===== src/rtl/muxn_pipe.sv =====
// ============================================================================
// Module  : muxn_pipe
// Brief   : N-channel valid/ready multiplexer with a one-deep registered
//           output stage. Select mode picks channel 'sel'; when the macro
//           MUXN_PIPE_RR_EN is defined, mode=1 enables round-robin arbitration.
// Revision: 1.0 - initial release
// ============================================================================
`default_nettype none

module muxn_pipe #(
    parameter int WIDTH = 32,
    parameter int N     = 4,
    localparam int SELW = $clog2(N)
) (
    input  logic                 clk,
    input  logic                 reset,
    input  logic [N*WIDTH-1:0]   in_data,
    input  logic [N-1:0]         in_valid,
    output logic [N-1:0]         in_ready,
    input  logic [SELW-1:0]      sel,
    input  logic                 mode,
    output logic [WIDTH-1:0]     out_data,
    output logic                 out_valid,
    input  logic                 out_ready,
    output logic [SELW-1:0]      out_src
);

    localparam logic [0:0] EMPTY = 1'b0;
    localparam logic [0:0] FULL  = 1'b1;

    logic [0:0]      state;
    logic [0:0]      next_state;
    logic            can_accept;
    logic [SELW-1:0] pick;
    logic            pick_valid;
    logic            xfer;

`ifdef MUXN_PIPE_RR_EN
    logic [SELW-1:0] ptr;
    logic [SELW-1:0] grant;
    logic            grant_found;

    // Scan downward from the farthest offset so the nearest valid channel
    // at or above ptr is the last (and winning) assignment.
    always_comb begin
        grant       = '0;
        grant_found = 1'b0;
        for (int j = N - 1; j >= 0; j--) begin
            if (in_valid[ptr + SELW'(j)]) begin
                grant       = ptr + SELW'(j);
                grant_found = 1'b1;
            end
        end
    end

    always_comb begin
        pick       = mode ? grant : sel;
        pick_valid = mode ? grant_found : 1'b1;
    end

    always_ff @(posedge clk) begin
        if (reset) begin
            ptr <= '0;
        end else if (xfer && mode) begin
            ptr <= grant + SELW'(1);
        end
    end
`else
    logic unused_mode;
    assign unused_mode = mode;

    always_comb begin
        pick       = sel;
        pick_valid = 1'b1;
    end
`endif

    assign xfer = in_valid[pick] & can_accept & pick_valid & ~reset;

    // State register
    always_ff @(posedge clk) begin
        if (reset) begin
            state <= EMPTY;
        end else begin
            state <= next_state;
        end
    end

    // Next-state logic
    always_comb begin
        next_state = state;
        case (state)
            EMPTY: begin
                if (xfer) begin
                    next_state = FULL;
                end
            end
            FULL: begin
                if (xfer) begin
                    next_state = FULL;
                end else if (out_ready) begin
                    next_state = EMPTY;
                end
            end
            default: next_state = EMPTY;
        endcase
    end

    // Output logic
    always_comb begin
        out_valid  = (state == FULL);
        can_accept = (state == EMPTY) | out_ready;
        in_ready   = '0;
        for (int i = 0; i < N; i++) begin
            in_ready[i] = can_accept & pick_valid & ~reset & (pick == SELW'(i));
        end
    end

    // Payload register holds its value when not loading, including while EMPTY.
    always_ff @(posedge clk) begin
        if (reset) begin
            out_data <= '0;
            out_src  <= '0;
        end else if (xfer) begin
            out_data <= in_data[pick*WIDTH +: WIDTH];
            out_src  <= pick;
        end
    end

endmodule

`default_nettype wire


===== config.mk =====
export PLATFORM = sky130hd
export DESIGN_NAME = muxn_pipe
export DESIGN_NICKNAME = d
export VERILOG_FILES = /design/src/rtl/muxn_pipe.sv
export SDC_FILE = /design/constraint.sdc
export NUM_CORES = 1
export LEC_CHECK = 0
export CAP_MARGIN = 20
export CELL_PAD_IN_SITES_DETAIL_PLACEMENT = 0
export CELL_PAD_IN_SITES_GLOBAL_PLACEMENT = 1
export CORE_MARGIN = 2
export CORE_UTILIZATION = 20
export CTS_CLUSTER_DIAMETER = 150
export DETAILED_ROUTE_END_ITERATION = 7
export GPL_TIMING_DRIVEN = 0
export PLACE_DENSITY_LB_ADDON = 0.05
export SYNTH_ARGS = -nofsm -noshare
export SYNTH_HDL_FRONTEND = slang
export SYNTH_SLANG_ARGS = --single-unit

===== constraint.sdc =====
create_clock -name clk -period 1.5 [get_ports clk]
set_input_delay 0.3 -clock clk [delete_from_list [all_inputs] [get_ports clk]]
set_output_delay 0.3 -clock clk [all_outputs]
set_load 0.005 [all_outputs]

# [After elaboration in Yosys (flattened, before gate mapping)]
# Index checks and enable logic that the tools add are counted.
# W data, S select, Z words.
[totals] register_bits=35
[op_classes] order_cmp=1 reduce_logical=1 shift=1 bitwise=10 eq_ne=3 n_mux=6
[ops] operator="$shiftx A128 B8 Y32" n=1
[ops] operator="$and A1 B1 Y1" n=7
[ops] operator="$eq A2 B2 Y1 const B" n=2
[ops] operator="$mux W1" n=4
[ops] operator="$lt A2 B3 Y1 const B" n=1
[ops] operator="$bmux W1 S2" n=1
[ops] operator="$eq A2 B1 Y1 const B" n=1
[ops] operator="$logic_not A2 Y1" n=1
[ops] operator="$not A1 Y1" n=2
[ops] operator="$pmux W1 S2" n=1
[ops] operator="$or A1 B1 Y1" n=1

# [Depth between registers and ports, before layout]
# Gate-level depths: netlist of the first run.
[depth] word_depth=6 ltp_mapped=6 mapped_depth_nobuf=4

# [Worst setup path after synthesis of the first run]
# Ideal clock, no wire load.
[synth_timing] path_type="input -> register" from="input port sel[0]" to="register out_data[10]" path_stages=5 path_slack_ns=0.051 arrival_ns=1.317 n_path_buf=2 setup_time_ns=0.132 path_cell_list="buf_4 buf_4 mux4_2 o21ai_0 a21oi_1"
[synth_between] elab_chain_len=4 elab_cells_between_ends=5
[synth_lines] element="from (decl)" line="20" source="input logic [SELW-1:0] sel,"
[synth_lines] element="branches (longest 4 deep; another with $shiftx A128 B8 Y32)"
[synth_lines] element="to (signal assigned)" line="125" source="out_data <= in_data[pick*WIDTH +: WIDTH];"
[synth_lines] element="to (decl)" line="22" source="output logic [WIDTH-1:0] out_data,"
# Parallel ways; which one is timed is not known. The select of a mux whose other input is x is not followed.
# A chain may end at the register's enable or synchronous reset.

# [Worst setup path in the final report of the first run]
[layout_timing] from="input port in_valid[3]" to="register out_data[30]"
[layout_between] elab_chain_len=4
[layout_lines] element="from (decl)" line="18" source="input logic [N-1:0] in_valid,"
[layout_lines] element="$bmux W1 S2" line="78" source="assign xfer = in_valid[pick] & can_accept & pick_valid & ~reset;"
[layout_lines] element="$mux W1 (not written as such)" line="78"
[layout_lines] element="$and A1 B1 Y1 (2 in a row)" line="78"
# No other way between the ends. The select of a mux whose other input is x is not followed.

==> results.py, run 1 <==
metrics = {
    "synthesis": {
        "ys_seq_area_frac": 0.3226,
        "synth_compound_area_frac": 0.1590,
        "synthDistinctLibCells": 23,
        "yosys.area_share.adder": 0,
        "syn_nets": 348,
        "syn-cell-area_um2": 2172,
        "synth_area_leaders": "mux4_2, dfxtp_1, a21oi_1",
        "yosysTopAreaCellShare": 0.3318,
        "synthCells": 210,
        "synth_seq_cells": 35,
        "synth_top_family_by_area": "multiplexers",
        "synth_simple_gate_area_frac": 0.1118,
        "synth_xor_area_frac": 0,
        "syn_area_per_cell_um2": 10.34,
        "synthMuxAreaShare": 0.3416,
        "yosys.area.top_type": "mux4_2",
        "yosys_warnings": 0,
    },
    "layout": {
        "layout_commonest_cell": "clkdlybuf4s50_1",
        "num_antenna_cells": 0,
        "final_cells": 534,
        "finalInstanceArea_um2": 4444,
        "syn2layout_area_growth_pct": 104.6,
        "utilization": 0.4154,
        "layout_common_cells": "clkdlybuf4s50_1, a21oi_1, nand3_1",
        "drive_above_1_share": 0.2259,
        "num-nets-final": 531,
    },
    "status": {
        "status": "finished, final reports clean",
    },
    "sta": {
        "post-route-period-util": 0.9817,
        "hold_violations": 0,
        "finalMaxSlewViolations": 0,
        "slew_headroom": 0.5556,
        "rsz0062_at_grt": "yes",
        "skew_ns": 0.008193,
        "setup_violations": 0,
        "period_needed_ns": 1.473,
        "fmaxAchievable_mhz": 679.1,
        "worst_slew_pin_slew_ns": 0.6666,
    },
    "clock_tree": {
        "cts_made_buffers": 5,
        "hold_buffers": 0,
        "cts_buffer_depth": 2,
        "cts_tree": "built",
        "root_buffer": "clkbuf_8",
        "path_clk_slew_ns": 0.08,
        "cts_max_level": 2,
        "cts_sinks": 35,
        "clock_latency_ns": 0.29,
    },
    "power": {
        "p_per_area_nw_per_um2": 678.4,
        "finalPower_mw": 3.015,
        "internal-power_mw": 2.232,
        "power.net_switching_uw": 783.0,
        "swShare": 0.2597,
        "combPwrFrac": 0.363,
        "seqPwrFrac": 0.348,
        "irDropWorstVdd_uv": 489.4,
        "leakagePower_nw": 1.657,
        "power_frac_clock": 0.288,
    },
    "detailed_routing": {
        "drt-total-wl_um": 8963,
        "route.detailed.drc": 0,
        "avgViaCountPerCell": 4.697,
        "dr_total_vias": 2508,
        "ant_nets": 0,
        "wl_per_cell_um": 16.78,
        "drt_first_pass_iters": 4,
        "drt_iter0_drc": 61,
    },
    "setup_path": {
        "crit_buf_inv": 2,
        "cp_data_arrival_time_ns": 1.62,
        "critPathTopFamily": "buffers and inverters",
        "critPathMaxStageDelay_ns": 0.39,
        "critPathKind": "input pin to flip-flop",
        "cp-start-kind": "input pin",
        "critPathMaxFanout": 10,
        "cpMaxStageDelayCell": "clkdlybuf4s50_1",
        "crit_required_ns": 1.65,
        "cp_cell_sequence": "clkdlybuf4s50_1, mux2_2, and3_4, buf_6, o21ai_0, a21oi_1",
        "end_kind": "flip-flop",
    },
    "floorplan": {
        "die_x_um": 108.2,
        "dieArea_um2": 11710,
        "die_y_um": 108.2,
        "num_io_pins": 177,
        "coreArea_um2": 10700,
        "std_cell_rows": 38,
        "start_util": 0.2030,
    },
    "global_routing": {
        "grt_max_degree": 13,
        "antenna_found_initial": 0,
        "grt_pass1_vias": 2606,
        "grt_pass1_wl_um": 13860,
        "grt_overflow_total": 0,
        "grt_use_total": 0.1528,
    },
    "place": {
        "io_buffers": 174,
        "gp_congestion": 0.7218,
        "place_area_um2": 4089,
        "placedCellCount": 524,
        "dp_hpwl_um": 6899,
    },
    "job": {
        "drv_cap": 0,
    },
    "worst_hold_path": {
        "hold_path.class": "input pin to flip-flop",
    },
}
## per-stage QoR
stage          setup WS (ns)  setup TNS (ns)  hold slack (ns)
3_5_place_dp          -1.178          -26.87           0.4543
4_1_cts              0.01576               0           0.4048
3_3_place_gp          -1.196          -26.59           0.4490
6_report             0.02750               0           0.4202
2_1_floorplan        0.05073               0           0.4600
5_1_grt             -0.01589        -0.03821           0.4325
## power groups by stage
| stage | Clock (mW) | Combinational (mW) | Sequential (mW) |
|---|---|---|---|
| 2_1_floorplan | 0 | 0.386 | 1.08 |
| 3_3_place_gp | 0 | 1.01 | 1.07 |
| 3_5_place_dp | 0 | 1.02 | 1.07 |
| 4_1_cts | 0.904 | 1.08 | 1.05 |
| 5_1_grt | 0.943 | 1.18 | 1.06 |
| 6_report | 0.869 | 1.10 | 1.05 |
## repair_timing
action                     in CTS  in global routing
gates resized for setup        86                 34
cloned                          0                  1
hold endpoints to repair        0                  0
pin swaps                       1                  1
setup buffers                   2                  0
setup endpoints to repair      39                 39
## final timing paths
path	startpoint	endpoint	slack, ns	cells after the start
max	in_valid[3]	out_data[30]$_SDFFE_PP0P_	0.03	6
min	reset	out_src[1]$_SDFFE_PP0P_	0.42	2
max reg2reg	out_valid$_SDFF_PP0_	out_src[1]$_SDFFE_PP0P_	0.06	6
min reg2reg	out_data[2]$_SDFFE_PP0P_	out_data[2]$_SDFFE_PP0P_	0.46	2
## Yosys cell counts (all sizes together)
cell type and n:
a21oi 35, and3 1, buf 17, clkbuf 9, dfxtp 35, inv 1, mux2 1, mux2i 1
mux4 32, nand2 1, nand2b 1, nand3 34, nor2 1, nor2b 1, nor3 1, nor4 2
nor4b 2, o21ai 34, or3 1
## registers in the layout, summed over array words and instances, names as in the netlist
| signal | flops |
|---|---|
| out_valid | 1 |
| out_data | 32 |
| out_src | 2 |
## layout make-up
type / count / area [µm²]
clock inverter: 3 / 43.79
timing repair buffer: 177 / 1783
clock buffer: 5 / 68.82
buffer: 25 / 254.0
multi-input combinational: 148 / 1411
tap: 140 / 175.2
fill: 1063 / 6254
sequential: 35 / 704.4
inverter: 1 / 3.754
## cell families (layout without fill, tap and decap cells)
kind of cell	count (synthesis)	after routing
AO/OA/AOI/OAI	69	69
AND/OR/NAND/NOR	45	45
flip-flops	35	35
multiplexers	34	34
buffers and inverters	27	211
## routing by layer
layer / vias up / GRT usage / part of all wire
met3: 11 / 0.04882 / 0.089
li1: 1191 / - / -
met5: - / 0 / 0
met4: 0 / 0.03846 / 0.015
met1: 1209 / 0.1918 / 0.42
met2: 97 / 0.2547 / 0.48
(Power assumes the default switching activity.)
==> run 2: changes to the inputs <==
SETUP_SLACK_MARGIN = 0.02   (was unset)
==> results.py, run 2 (synthesis gave the netlist of run 1 again) <==
metrics = {
    "clock_tree": {
        "cts_made_buffers": 5,
        "cts_max_level": 2,
        "cts_sinks": 35,
        "cts_buffer_depth": 2,
        "root_buffer": "clkbuf_8",
        "path_clk_slew_ns": 0.08,
        "clock_latency_ns": 0.29,
        "hold_buffers": 0,
        "cts_tree": "built",
    },
    "sta": {
        "post-route-period-util": 0.9696,
        "setup_violations": 0,
        "hold_violations": 0,
        "setup_ws_ns": 0.04557,
        "final.setup.tns_ns": 0,
        "slew_headroom": 0.5516,
        "rsz0062_at_grt": "yes",
        "period_needed_ns": 1.454,
        "worst_slew_pin_slew_ns": 0.6726,
        "fmaxAchievable_mhz": 687.6,
        "skew_ns": 0.006147,
        "finalMaxSlewViolations": 0,
    },
    "status": {
        "status": "finished, final reports clean",
    },
    "setup_path": {
        "cpMaxStageDelayCell": "dfxtp_2",
        "cp_cell_sequence": "nor2b_4, nor4b_2, buf_2",
        "critPathTopFamily": "simple AND/OR/NAND/NOR gates",
        "critPathMaxStageDelay_ns": 0.35,
        "r2r-start": "out_valid$_SDFF_PP0_",
        "crit_required_ns": 1.20,
        "cp-start-kind": "flip-flop",
        "crit_buf_inv": 1,
        "end_kind": "output port",
        "r2r_slack_ns": 0.08,
        "critPathMaxFanout": 6,
        "crit_start": "out_valid$_SDFF_PP0_",
        "cp_data_arrival_time_ns": 1.15,
        "critPathKind": "flip-flop to output port",
    },
    "detailed_routing": {
        "avgViaCountPerCell": 4.673,
        "drt-total-wl_um": 9137,
        "drt_iter0_drc": 63,
        "wl_per_cell_um": 16.98,
        "route.detailed.drc": 0,
        "drt_first_pass_iters": 4,
        "ant_nets": 0,
        "dr_total_vias": 2514,
    },
    "job": {
        "drv_cap": 0,
    },
    "floorplan": {
        "die_y_um": 108.2,
        "start_util": 0.2030,
        "coreArea_um2": 10700,
        "num_io_pins": 177,
        "std_cell_rows": 38,
        "die_x_um": 108.2,
        "dieArea_um2": 11710,
    },
    "global_routing": {
        "grt_pass1_wl_um": 13880,
        "grt_max_degree": 13,
        "antenna_found_initial": 0,
        "grt_use_total": 0.1533,
        "grt_overflow_total": 0,
        "grt_pass1_vias": 2600,
    },
    "layout": {
        "syn2layout_area_growth_pct": 109.9,
        "drive_above_1_share": 0.2462,
        "layout_commonest_cell": "clkdlybuf4s50_1",
        "num_antenna_cells": 0,
        "num-nets-final": 535,
        "largest_reg_flops": 32,
        "layout_common_cells": "clkdlybuf4s50_1, nand3_1, mux4_2, a21oi_1, dfxtp_1",
        "regMostFlops": "out_data",
    },
    "place": {
        "dp_hpwl_um": 6899,
        "gp_congestion": 0.7218,
        "pre_cts_ws_ns": -1.178,
        "io_buffers": 174,
    },
    "worst_hold_path": {
        "hold_path.class": "input pin to flip-flop",
        "min_from": "reset",
    },
    "power": {
        "leakagePower_nw": 1.818,
        "p_per_area_nw_per_um2": 665.5,
        "irDropWorstVdd_uv": 486.0,
    },
}
==> run 2: where the power goes <==
part | total [mW] | switching (mW) | leakage [nW] | internal [mW]
registers | 1.05 | 0.0397 | 0.290 | 1.01
logic | 1.12 | 0.377 | 1.47 | 0.742
clock network | 0.863 | 0.368 | 0.0581 | 0.495
==> run 2: through the flow <==
step,power [mW],hold WS (ns),instances,utilization,instance area [µm²]
finish,3.033,0.4225,538,0.4261,4558
global route,3.215,0.4325,538,0.4261,4558
floorplan,1.461,0.4600,210,-,2172
detailed placement,2.086,0.4543,524,0.3822,4089
CTS,3.043,0.4048,533,0.4088,4373
global placement,2.081,0.4490,524,0.3822,4089
==> run 2: layer usage <==
metal,global-route usage,routed length (µm),up-vias
li1,-,-,1195
met1,0.1929,3818,1207
met2,0.2552,4388,104
met3,0.04882,817,8
met4,0.03846,112,0
met5,0,0,-
==> run 2: final timing paths <==
kind	endpoint	cells past startpoint
max reg2reg	out_data[29]$_SDFFE_PP0P_	5
min	out_src[1]$_SDFFE_PP0P_	2
min reg2reg	out_data[2]$_SDFFE_PP0P_	2
max	in_ready[1]	3
==> run 2: area by class of cell <==
| cell class | instances | area (µm²) |
|---|---|---|
| well taps | 140 | 175.2 |
| multi-input cells | 148 | 1433 |
| repair buffers | 182 | 1869 |
| flip-flops and latches | 35 | 706.9 |
| clock buffers | 5 | 68.82 |
| fillers | 1060 | 6140 |
| plain buffers | 24 | 257.7 |
| clock inverters | 3 | 43.79 |
| inverters | 1 | 3.754 |
==> run 2: repair_timing <==
| item | CTS | global route |
|---|---|---|
| resized for setup | 90 | 48 |
| pin swaps | 1 | 1 |
| buffers inserted | 2 | 3 |
| setup endpoints to repair | 40 | 45 |
| gates cloned | 0 | 3 |
| endpoints found under the hold margin | 0 | 0 |
==> run 3: changes to the inputs <==
ABC_CLOCK_PERIOD_IN_PS = 1500   (was unset)
==> results of run 3 <==
No change in the layout: final DEF, timing and power equal those of run 2.
